==> src/rtl/fetch_stage_pkg.sv <==
// Shared constants for the instruction-fetch stage: the NOP bubble word,
// the reset fetch address and the word-alignment helper.
package fetch_stage_pkg;

    localparam logic [31:0] INST_NOP   = 32'h0000_0013;
    localparam logic [31:0] RESET_ADDR = 32'h0000_0000;
    localparam logic [31:0] INST_STEP  = 32'd4;

    function automatic logic [31:0] align_word(input logic [31:0] addr);
        return {addr[31:2], 2'b00};
    endfunction

endpackage

==> src/rtl/fetch_stage_if.sv <==
// Bundle between the fetch stage and its surroundings: ctrl redirect/stall,
// the instruction ROM port and the IF/ID outputs toward decode.
interface fetch_stage_if;

    logic        jump_en;
    logic [31:0] jump_addr;
    logic        hold_en;
    logic [31:0] rom_addr;
    logic [31:0] rom_rdata;
    logic [31:0] inst_o;
    logic [31:0] inst_addr_o;
    logic        inst_valid_o;

    modport master (
        input  jump_en, jump_addr, hold_en, rom_rdata,
        output rom_addr, inst_o, inst_addr_o, inst_valid_o
    );

    modport slave (
        output jump_en, jump_addr, hold_en, rom_rdata,
        input  rom_addr, inst_o, inst_addr_o, inst_valid_o
    );

endinterface

==> src/rtl/if_id_reg.sv <==
// IF/ID pipeline register: loads a new word when enabled, and a bubble or
// reset forces the NOP word with valid cleared.
module if_id_reg
    import fetch_stage_pkg::*;
#(
    parameter logic [31:0] NOP_INST = INST_NOP
) (
    input  logic        clk,
    input  logic        rst,
    input  logic        load_en,
    input  logic        bubble,
    input  logic [31:0] inst_i,
    input  logic [31:0] addr_i,
    input  logic        valid_i,
    output logic [31:0] inst_o,
    output logic [31:0] addr_o,
    output logic        valid_o
);

    logic [31:0] inst_q, inst_d;
    logic [31:0] addr_q, addr_d;
    logic        valid_q, valid_d;

    always_comb begin
        inst_d  = inst_q;
        addr_d  = addr_q;
        valid_d = valid_q;
        if (bubble) begin
            inst_d  = NOP_INST;
            addr_d  = 32'h0;
            valid_d = 1'b0;
        end else if (load_en) begin
            inst_d  = inst_i;
            addr_d  = addr_i;
            valid_d = valid_i;
        end
    end

    always_ff @(posedge clk) begin
        if (rst) begin
            inst_q  <= NOP_INST;
            addr_q  <= 32'h0;
            valid_q <= 1'b0;
        end else begin
            inst_q  <= inst_d;
            addr_q  <= addr_d;
            valid_q <= valid_d;
        end
    end

    assign inst_o  = inst_q;
    assign addr_o  = addr_q;
    assign valid_o = valid_q;

endmodule

==> src/rtl/fetch_stage.sv <==
// Instruction-fetch stage: owns the PC, drives the synchronous ROM, tags the
// word in flight and parks it in a one-entry skid buffer across a stall.
module fetch_stage
    import fetch_stage_pkg::*;
#(
    parameter logic [31:0] RESET_PC = RESET_ADDR,
    parameter logic [31:0] NOP_INST = INST_NOP
) (
    input logic          clk,
    input logic          rst,
    fetch_stage_if.master bus
);

    logic [31:0] pc_q, pc_d;
    logic [31:0] fetch_pc_q, fetch_pc_d;
    logic        fetch_vld_q, fetch_vld_d;
    logic [31:0] skid_inst_q, skid_inst_d;
    logic [31:0] skid_pc_q, skid_pc_d;
    logic        skid_vld_q, skid_vld_d;

    logic [31:0] jump_target;
    logic        load_en;
    logic [31:0] next_inst;
    logic [31:0] next_addr;
    logic        next_valid;

    assign jump_target  = align_word(bus.jump_addr);
    assign bus.rom_addr = rst ? RESET_PC : (bus.jump_en ? jump_target : pc_q);

    // rom_rdata only ever reaches flops, never an output directly.
    always_comb begin
        pc_d        = pc_q;
        fetch_pc_d  = fetch_pc_q;
        fetch_vld_d = fetch_vld_q;
        skid_inst_d = skid_inst_q;
        skid_pc_d   = skid_pc_q;
        skid_vld_d  = skid_vld_q;
        load_en     = 1'b0;
        next_inst   = NOP_INST;
        next_addr   = 32'h0;
        next_valid  = 1'b0;

        if (bus.jump_en) begin
            pc_d        = jump_target + INST_STEP;
            fetch_pc_d  = jump_target;
            fetch_vld_d = 1'b1;
            skid_vld_d  = 1'b0;
        end else if (bus.hold_en) begin
            if (fetch_vld_q) begin
                skid_inst_d = bus.rom_rdata;
                skid_pc_d   = fetch_pc_q;
                skid_vld_d  = 1'b1;
            end
            fetch_vld_d = 1'b0;
        end else begin
            pc_d        = pc_q + INST_STEP;
            fetch_pc_d  = pc_q;
            fetch_vld_d = 1'b1;
            skid_vld_d  = 1'b0;
            load_en     = 1'b1;
            if (skid_vld_q) begin
                next_inst  = skid_inst_q;
                next_addr  = skid_pc_q;
                next_valid = 1'b1;
            end else if (fetch_vld_q) begin
                next_inst  = bus.rom_rdata;
                next_addr  = fetch_pc_q;
                next_valid = 1'b1;
            end
        end
    end

    always_ff @(posedge clk) begin
        if (rst) begin
            pc_q        <= RESET_PC;
            fetch_pc_q  <= 32'h0;
            fetch_vld_q <= 1'b0;
            skid_inst_q <= NOP_INST;
            skid_pc_q   <= 32'h0;
            skid_vld_q  <= 1'b0;
        end else begin
            pc_q        <= pc_d;
            fetch_pc_q  <= fetch_pc_d;
            fetch_vld_q <= fetch_vld_d;
            skid_inst_q <= skid_inst_d;
            skid_pc_q   <= skid_pc_d;
            skid_vld_q  <= skid_vld_d;
        end
    end

    if_id_reg #(
        .NOP_INST (NOP_INST)
    ) u_if_id_reg (
        .clk     (clk),
        .rst     (rst),
        .load_en (load_en),
        .bubble  (bus.jump_en),
        .inst_i  (next_inst),
        .addr_i  (next_addr),
        .valid_i (next_valid),
        .inst_o  (bus.inst_o),
        .addr_o  (bus.inst_addr_o),
        .valid_o (bus.inst_valid_o)
    );

endmodule

==> src/flat_wrapper.sv <==
// flat-port wrapper written by rule: the top's interface ports become plain ports
module fetch_stage_flat import fetch_stage_pkg::*;
#(
    parameter logic [31:0] RESET_PC = RESET_ADDR,
    parameter logic [31:0] NOP_INST = INST_NOP
)
  (clk, rst, bus_jump_en, bus_jump_addr, bus_hold_en, bus_rom_rdata, bus_rom_addr, bus_inst_o, bus_inst_addr_o, bus_inst_valid_o);
  fetch_stage_if bus_i ();
  input logic clk;
  input logic rst;
  input wire logic [$bits(bus_i.jump_en)-1:0] bus_jump_en;
  input wire logic [$bits(bus_i.jump_addr)-1:0] bus_jump_addr;
  input wire logic [$bits(bus_i.hold_en)-1:0] bus_hold_en;
  input wire logic [$bits(bus_i.rom_rdata)-1:0] bus_rom_rdata;
  output wire logic [$bits(bus_i.rom_addr)-1:0] bus_rom_addr;
  output wire logic [$bits(bus_i.inst_o)-1:0] bus_inst_o;
  output wire logic [$bits(bus_i.inst_addr_o)-1:0] bus_inst_addr_o;
  output wire logic [$bits(bus_i.inst_valid_o)-1:0] bus_inst_valid_o;
  assign bus_i.jump_en = bus_jump_en;
  assign bus_i.jump_addr = bus_jump_addr;
  assign bus_i.hold_en = bus_hold_en;
  assign bus_i.rom_rdata = bus_rom_rdata;
  assign bus_rom_addr = bus_i.rom_addr;
  assign bus_inst_o = bus_i.inst_o;
  assign bus_inst_addr_o = bus_i.inst_addr_o;
  assign bus_inst_valid_o = bus_i.inst_valid_o;
  fetch_stage #(.RESET_PC(RESET_PC), .NOP_INST(NOP_INST)) u_core (.clk(clk), .rst(rst), .bus(bus_i));
endmodule
==> config.mk <==
export PLATFORM = sky130hd
export DESIGN_NAME = fetch_stage_flat
export DESIGN_NICKNAME = d
export VERILOG_FILES = /design/src/rtl/fetch_stage_pkg.sv /design/src/rtl/fetch_stage_if.sv /design/src/rtl/if_id_reg.sv /design/src/rtl/fetch_stage.sv /design/src/flat_wrapper.sv
export SDC_FILE = /design/constraint.sdc
export NUM_CORES = 1
export LEC_CHECK = 0
export BUFFER_PORTS_ARGS = -buffer_cell sky130_fd_sc_hd__buf_2
export CAP_MARGIN = 20
export CORE_MARGIN = 2
export CORE_UTILIZATION = 45
export DETAILED_ROUTE_END_ITERATION = 7
export PLACE_DENSITY = 0.67
export SLEW_MARGIN = 0
export SYNTH_ARGS = -nofsm -noshare
export SYNTH_HDL_FRONTEND = slang
export SYNTH_SLANG_ARGS = --single-unit
==> constraint.sdc <==
create_clock -name clk -period 5.1 [get_ports clk]
set_input_delay 1.02 -clock clk [delete_from_list [all_inputs] [get_ports clk]]
set_output_delay 1.02 -clock clk [all_outputs]
set_load 0.01 [all_outputs]
==> results of run 1 <==
-- report_power, final --
group	total, mW	internal [mW]	switching, mW	leakage (nW)
combinational	0.390	0.146	0.245	2.19
sequential	1.58	1.53	0.0554	1.53
clock	1.23	0.639	0.586	0.252
total	3.20	2.31	0.886	3.97
-- final cells by class --
cell class	instances	share of cell area [%]
clock buffers	19	4.39
flip-flops and latches	187	37.1
well taps	260	3.22
multi-input cells	706	42.8
inverters	66	2.46
repair buffers	172	9.08
clock inverters	12	0.918
-- through the flow --
stage	utilization [%]	area, sq um	instances	hold WS (ns)	setup slack [ns]
4_1_cts	53.6	10100	1422	0.456	1.55
3_5_place_dp	50.7	9560	1391	0.447	1.51
6_report	53.6	10100	1422	0.457	1.52
5_1_grt	53.6	10100	1422	0.467	1.43
3_3_place_gp	50.7	9560	1391	0.442	1.55
2_1_floorplan	-	8690	1049	0.424	1.84
-- per-layer routing --
metal  up-vias  global-route usage [%]
li1       3874                       -
met1      3735                    31.9
met2       258                    36.4
met3        27                    4.36
met4         0                    5.94
met5         -                       0
-- layout by cell type, fill, tap and decap left out, types with 3 or more instances in the layout --
| cell | Yosys | routed |
|---|---|---|
| buf_2 | 9 | 155 |
| nor2b_1 | 4 | 3 |
| conb_1 | 1 | 4 |
| a211oi_1 | 10 | 10 |
| clkbuf_16 | 0 | 17 |
| or3_1 | 3 | 3 |
| nand4_2 | 3 | 3 |
| clkinvlp_4 | 0 | 4 |
| xor2_1 | 17 | 17 |
| a221oi_1 | 59 | 59 |
| a211oi_2 | 3 | 3 |
| nand3_1 | 22 | 22 |
| nand2_1 | 171 | 170 |
| a21o_1 | 6 | 6 |
| nand3b_1 | 10 | 10 |
| inv_6 | 0 | 3 |
| o221ai_1 | 3 | 3 |
| a311oi_1 | 4 | 4 |
| nor2_1 | 88 | 87 |
| nand4_1 | 13 | 13 |
| mux2i_1 | 45 | 45 |
| o21ai_0 | 19 | 19 |
| clkinv_4 | 0 | 3 |
| nor4_1 | 3 | 3 |
| a22oi_1 | 59 | 59 |
| o21ai_1 | 4 | 4 |
| nor3_1 | 5 | 5 |
| a21oi_1 | 93 | 93 |
| inv_1 | 66 | 66 |
| buf_4 | 8 | 16 |
| xnor2_1 | 20 | 20 |
| dfxtp_1 | 187 | 186 |
| nand4b_1 | 6 | 6 |
-- logic make-up after synthesis --
logic type,Yosys count
AOI/OAI and AO/OA,273
xor gates and xnor gates,37
adders and majority gates,1
buffers and inverters,156
DFF,187
muxes,47
other,1
and+or+nand+nor,344
-- worst max-delay path, cell delays in order --
cell and delay, ns:
buf_4 0.22, buf_12 0.45, mux2i_1 0.57, nor2_1 0.08
buf_2 0.17
-- state kept, by name, indices dropped and copies added (netlist names) --
register                    count
u_core.skid_inst_q             32
u_core.pc_q                    30
u_core.skid_vld_q               1
u_core.u_if_id_reg.valid_o      1
u_core.fetch_vld_q              1
u_core.fetch_pc_q              30
u_core.skid_pc_q               30
u_core.u_if_id_reg.addr_o      30
u_core.u_if_id_reg.inst_o      32
-- worst min-delay path by stage --
stage | from | endpoint | slack [ns] | cells past startpoint
finish | u_core.skid_pc_q[16]$_SDFFE_PP0P_ | u_core.skid_pc_q[16]$_SDFFE_PP0P_ | 0.46 | 2
CTS | u_core.skid_pc_q[15]$_SDFFE_PP0P_ | u_core.skid_pc_q[15]$_SDFFE_PP0P_ | 0.46 | 2
floorplan | u_core.pc_q[23]$_SDFFE_PP0P_ | u_core.pc_q[23]$_SDFFE_PP0P_ | 0.42 | 2
detailed placement | u_core.skid_inst_q[29]$_SDFFE_PP0P_ | u_core.skid_inst_q[29]$_SDFFE_PP0P_ | 0.45 | 2
global placement | u_core.skid_inst_q[25]$_SDFFE_PP0P_ | u_core.skid_inst_q[25]$_SDFFE_PP0P_ | 0.44 | 2
global route | u_core.skid_pc_q[12]$_SDFFE_PP0P_ | u_core.skid_pc_q[12]$_SDFFE_PP0P_ | 0.47 | 2
==> run metrics, run 1 <==
status complete, no violations; clock slew seen by the registers of the worst setup and hold paths 0.06 ns; Top Layer Used met4; # H-tree levels 4; global-route wire length before repair ~37000 um; DR WL met3 1360 um; Synth Area in Adders less than 1%; vias per cell between 5 and 6; critical path startpoint category input port; Post-Synth XOR/XNOR Area under 10%; Post-synth EDFFs 0; num ports roughly 170; simple-gate share of the synthesized area a little under a fifth; yosys warns 0; Die ar. roughly 20000 sq um; Worst Tran Pin Value ~1 ns; Worst R2R Start u_core.pc_q[2]$_SDFFE_PP0P_; worst path required time slightly above 4 ns; critical path endpoint category primary output; register bit total from synthesis roughly 190; Core ar. 18800 sq um; Post-route DRC 0; Starting Density between 40% and 50%; P&R area growth vs syn 16.2%; die width between 100 and 150 um; First-pass DRT Iterations 5; synthesized area per cell 8.30 sq um; DR vias between 7000 and 8000; drt wl/cell between 15 and 20 um; worst setup path end bus_rom_addr[26]; Sinks on Clock Net about 190; final RePlAce weighted congestion between 0.8 and 0.9; synth top area cells dfxtp_1 43%, nand2_1 7.4%, a221oi_1 6.0%; Netlist cell types between 50 and 60; mapped cell area between 8000 and 9000 sq um; GRT Resource Usage Total 22.9%; flop-to-flop setup slack 2.60 ns; Synth top cells by count 187 x dfxtp_1, 171 x nand2_1, 93 x a21oi_1, 88 x nor2_1, 66 x inv_1; initial antenna violation count 0; nets about 1200; worst-case vdd ir drop ~0.23 mV; ant diodes 0; CTS tree done; setup TNS 0 ns; post-layout minimum cycle time 3.58 ns; Cell Pwr Density 317 nW/um^2; met1 WL approximately 11000 um; RSZ-0062 raised after global routing false; postcts setup bufs 0; largest net degree at the start of global routing roughly 110; CTS Hold Bufs 0; CTS Root Buffer Type clkbuf_16; clk_lat worst skew 0.43 ns; top cell type's share of synthesized area 43.1%; ys async rst share 0%; DP HPWL 15300 um; Hold Crit Class reg2reg; Rel. slew slack 32.4%; share of layout cells above drive strength 1 roughly a fifth; met2 WL 10600 um; Final Skew 0.0111 ns; setup violators final 0; CP max FO 113; max_cap viols 0; Clock Path Buffers 2; fmax 0.279 GHz; grt ovf 0; Die Span Y between 100 and 150 um; Critical Path Start bus_jump_en; worst reg2reg endpoint u_core.pc_q[28]$_SDFFE_PP0P_; mux share of post-synthesis cell area around 5.4%; main combinational cell family by area after synthesis compound AO/OA/AOI/OAI gates; Register-to-Register Path Depth 9; Synth area leader dfxtp_1; footprint of the multi-input gates approximately 4300 sq um; WL final roughly 23000 um; CP arrival between 2 and 3 ns; sequential share of the synthesized area between 40% and 50%; number of port buffers roughly 160; final hold vios 0; Compound-Gate Fraction of Synth Area 21.9%; Post-DRT Antenna Nets 0; FF+latch area approximately 3700 sq um; post-CTS resize count 0; Overall Power between 3 and 4 mW; pins over their slew limit 0; Tcrit/Tclk final 70.2%; initial drt markers about 550; Mapped Cells roughly 1000; Setup CP Type in2out; count leader, synth dfxtp_1; row cnt 50; ys flop type dfxtp_1; CTS Buf Count 17; filler instances 1832; number of global-route vias before repair around 7100; leakage roughly 4.0 nW
Power figures use the tool's default switching activity.
==> run 2, diff against run 1 <==
Settings changed: ABC_AREA set to 1, PLACE_DENSITY 0.67 to 0.7.
Clock period 5.1 ns to 2.9 ns, I/O delays scaled along.
==> run metrics, run 2 <==
max_cap viols 0 (unchanged); # H-tree levels 4 (unchanged); Rel. slew slack 48.3% (was 32.4%); power share of the clock group 40.3% (was 38.3%); switch share 25.2% (was 27.7%); ant diodes 0 (unchanged); setup violators final 0 (unchanged); Tcrit/Tclk final between 80% and 90%; Critical Path Start bus_jump_en (unchanged); simple-gate share of the synthesized area 28.0% (was 18.2%); pins over their slew limit 0 (unchanged); max incr delay on CP 0.25 ns (was 0.57 ns); CP arrival 1.80 ns (was 2.56 ns); num ports 165 (unchanged); clk_lat worst skew 0.42 ns (was 0.43 ns); initial antenna violation count 0 (unchanged); WL final 22500 um (was 23300 um); most frequent cells in the layout 302 x nand2_1, 186 x dfxtp_1, 180 x nor2_1 (was 186 x dfxtp_1, 170 x nand2_1, 155 x buf_2); status complete, no violations (unchanged); Netlist cell types 35 (was 58); post-layout minimum cycle time approximately 2.4 ns; fmax 0.420 GHz; synthesized area per cell 7.00 sq um (was 8.30 sq um); Die ar. 19400 sq um (was 20400 sq um); post-CTS resize count 0 (unchanged); grt ovf 0 (unchanged); count leader, synth nand2_1 (was dfxtp_1); Seq pwr share 47.9% (was 49.5%); Final Skew 0.00658 ns (was 0.0111 ns); final RePlAce weighted congestion 0.923 (was 0.846); Cell Pwr Density 594 nW/um^2 (was 317 nW/um^2); leakage 4.36 nW (was 3.97 nW); clock slew seen by the registers of the worst setup and hold paths 0.06 ns (about the same); CTS Root Buffer Type clkbuf_16 (unchanged); family with the most delay on the worst path buffers and inverters (unchanged); setup TNS 0 ns (unchanged); post-route cell area 9790 sq um (was 10100 sq um); most common cell after layout, fill and taps aside nand2_1 (was dfxtp_1); Starting Density 45.9% (was 46.1%); yosys warns 0 (unchanged); GRT Resource Usage Total 23.0% (was 22.9%); Post-Synth XOR/XNOR Area 0.532% (was 3.73%); First-pass DRT Iterations 5 (unchanged); Post-route DRC 0 (unchanged); nets 1372 (was 1219); synth top area cells dfxtp_1 45%, nand2_1 14%, o21ai_0 9.8% (was dfxtp_1 43%, nand2_1 7.4%, a221oi_1 6.0%); Clock Path Buffers 2 (unchanged); mux share of post-synthesis cell area 0% (was 5.45%); number of global-route vias before repair 7367 (was 7117); flop-to-flop setup slack 1.06 ns (was 2.60 ns); P&R area growth vs syn 18.8% (was 16.2%); Post-synth EDFFs 0 (unchanged); critical path startpoint category input port (unchanged); worst-case vdd ir drop 0.465 mV (was 0.231 mV); Worst R2R Start u_core.pc_q[3]$_SDFFE_PP0P_ (was u_core.pc_q[2]$_SDFFE_PP0P_); main combinational cell family by area after synthesis simple AND/OR/NAND/NOR gates (was compound AO/OA/AOI/OAI gates); Logic pwr share 11.8% (was 12.2%); Worst Hold Launch bus_rom_rdata[0] (was u_core.skid_pc_q[16]$_SDFFE_PP0P_); Synth area leader dfxtp_1 (unchanged); CP max FO 35 (was 113); CTS Hold Bufs 0 (unchanged); row cnt 49 (was 50); sequential share of the synthesized area 45.4% (was 43.1%); RSZ-0062 raised after global routing false (unchanged); drt wl/cell 14.6 um (was 16.4 um); dpl ws 0.437 ns (was 1.51 ns); Core ar. 18000 sq um (was 18800 sq um); CP Cell Sequence buf_2 -> buf_12 -> nand2_1 -> o21ai_1 -> inv_1 -> nor2_1 -> buf_2 (was buf_4 -> buf_12 -> mux2i_1 -> nor2_1 -> buf_2); share of layout cells above drive strength 1 19.7% (about the same); Final Non-Filler Cells 1542 (was 1422); Int Power 4.35 mW (was 2.31 mW); DP Cell Count 1513 (was 1391); ys flop type dfxtp_1 (unchanged); Synth Area in Adders 0.152% (was 0.144%); postcts setup bufs 0 (unchanged); Net Switching 1.47 mW (was 0.886 mW); CTS tree done (unchanged); Synth top cells by count 302 x nand2_1, 187 x dfxtp_1, 183 x nor2_1, 162 x o21ai_0, 62 x inv_1 (was 187 x dfxtp_1, 171 x nand2_1, 93 x a21oi_1, 88 x nor2_1, 66 x inv_1); DP HPWL 15100 um (was 15300 um); die width 139 um (was 143 um); mapped cell area 8240 sq um (was 8680 sq um); DR vias 7931 (was 7894); Setup CP Type in2out (unchanged); Mapped Cells 1177 (was 1046); Sinks on Clock Net 187 (unchanged); Worst Tran Pin Value 0.776 ns (was 1.01 ns); initial drt markers 411 (was 545); Final WS setup 0.520 ns (was 1.52 ns); slowest CP cell buf_2 (was mux2i_1); vias per cell 5.14 (was 5.55); global-route wire length before repair 36700 um (was 37400 um); worst path required time 2.32 ns (was 4.08 ns); top cell type's share of synthesized area 45.4% (was 43.1%); register bit total from synthesis 187 (unchanged); worst path bufs/invs 4 (was 3); Post-DRT Antenna Nets 0 (unchanged); Compound-Gate Fraction of Synth Area 18.0% (was 21.9%); Hold Crit Class in2reg (was reg2reg); Die Span Y 139 um (was 143 um); ys async rst share 0% (unchanged); CP dominant cell by count buf_2; critical path endpoint category primary output (unchanged); largest net degree at the start of global routing 64 (was 114); Hold WS 0.401 ns (was 0.457 ns); final hold vios 0 (unchanged); CTS Buf Count 17 (unchanged); Placed Area 9200 sq um (was 9560 sq um); number of port buffers 158 (unchanged)
[run 2: worst paths after layout]
path	end	cells past startpoint
max	bus_rom_addr[24]	7
min	u_core.skid_inst_q[0]$_SDFFE_PP1P_	3
max reg2reg	u_core.pc_q[20]$_SDFFE_PP0P_	11
min reg2reg	u_core.pc_q[12]$_SDFFE_PP0P_	2
[run 2: through the flow]
step,power (mW),utilization [%]
3_5_place_dp,3.52,51.2
5_1_grt,6.06,54.5
6_report,5.82,54.5
3_3_place_gp,3.51,51.2
2_1_floorplan,3.26,-
4_1_cts,5.86,54.5
[run 2: power groups by stage]
stage                     clock network [mW]  logic (mW)  registers (mW)
after floorplan                            0       0.418            2.84
after global placement                     0       0.674            2.84
after detailed placement                   0       0.683            2.84
after CTS                               2.39       0.686            2.78
after global routing                    2.49       0.769            2.80
final                                   2.35       0.686            2.79
[run 2: cells by family after synthesis]
kind of cell | count (synthesis)
other | 1
DFF | 187
AOI/OAI and AO/OA | 272
xor gates and xnor gates | 5
buffers and inverters | 147
adders and majority gates | 1
and+or+nand+nor | 564
[run 2: layout make-up]
type	count	area (sq um)
fill	1781	8170
multi-input combinational	846	3890
sequential	187	3740
timing repair buffer	182	1020
clock buffer	22	474
tap	229	287
inverter	69	262
clock inverter	7	116
[run 2: routing by layer]
layer / track usage, % / routed length, um / vias to the layer above
li1: - / - / 4074
met1: 31.5 / 10600 / 3613
met2: 37.5 / 10500 / 221
met3: 3.79 / 1200 / 23
met4: 6.54 / 272 / 0
met5: 0 / 0 / -
[run 2: worst register-to-register path: stages (launching register included)]
cell and delay (ns):
dfxtp_1 0.31, inv_1 0.04, o21ai_1 0.20, ha_1 0.23
nand3_2 0.13, nor2_2 0.14, nand2_2 0.16, nor2_4 0.21
nand3_1 0.12, nand2_1 0.07, nand2_1 0.05, o21ai_1 0.12
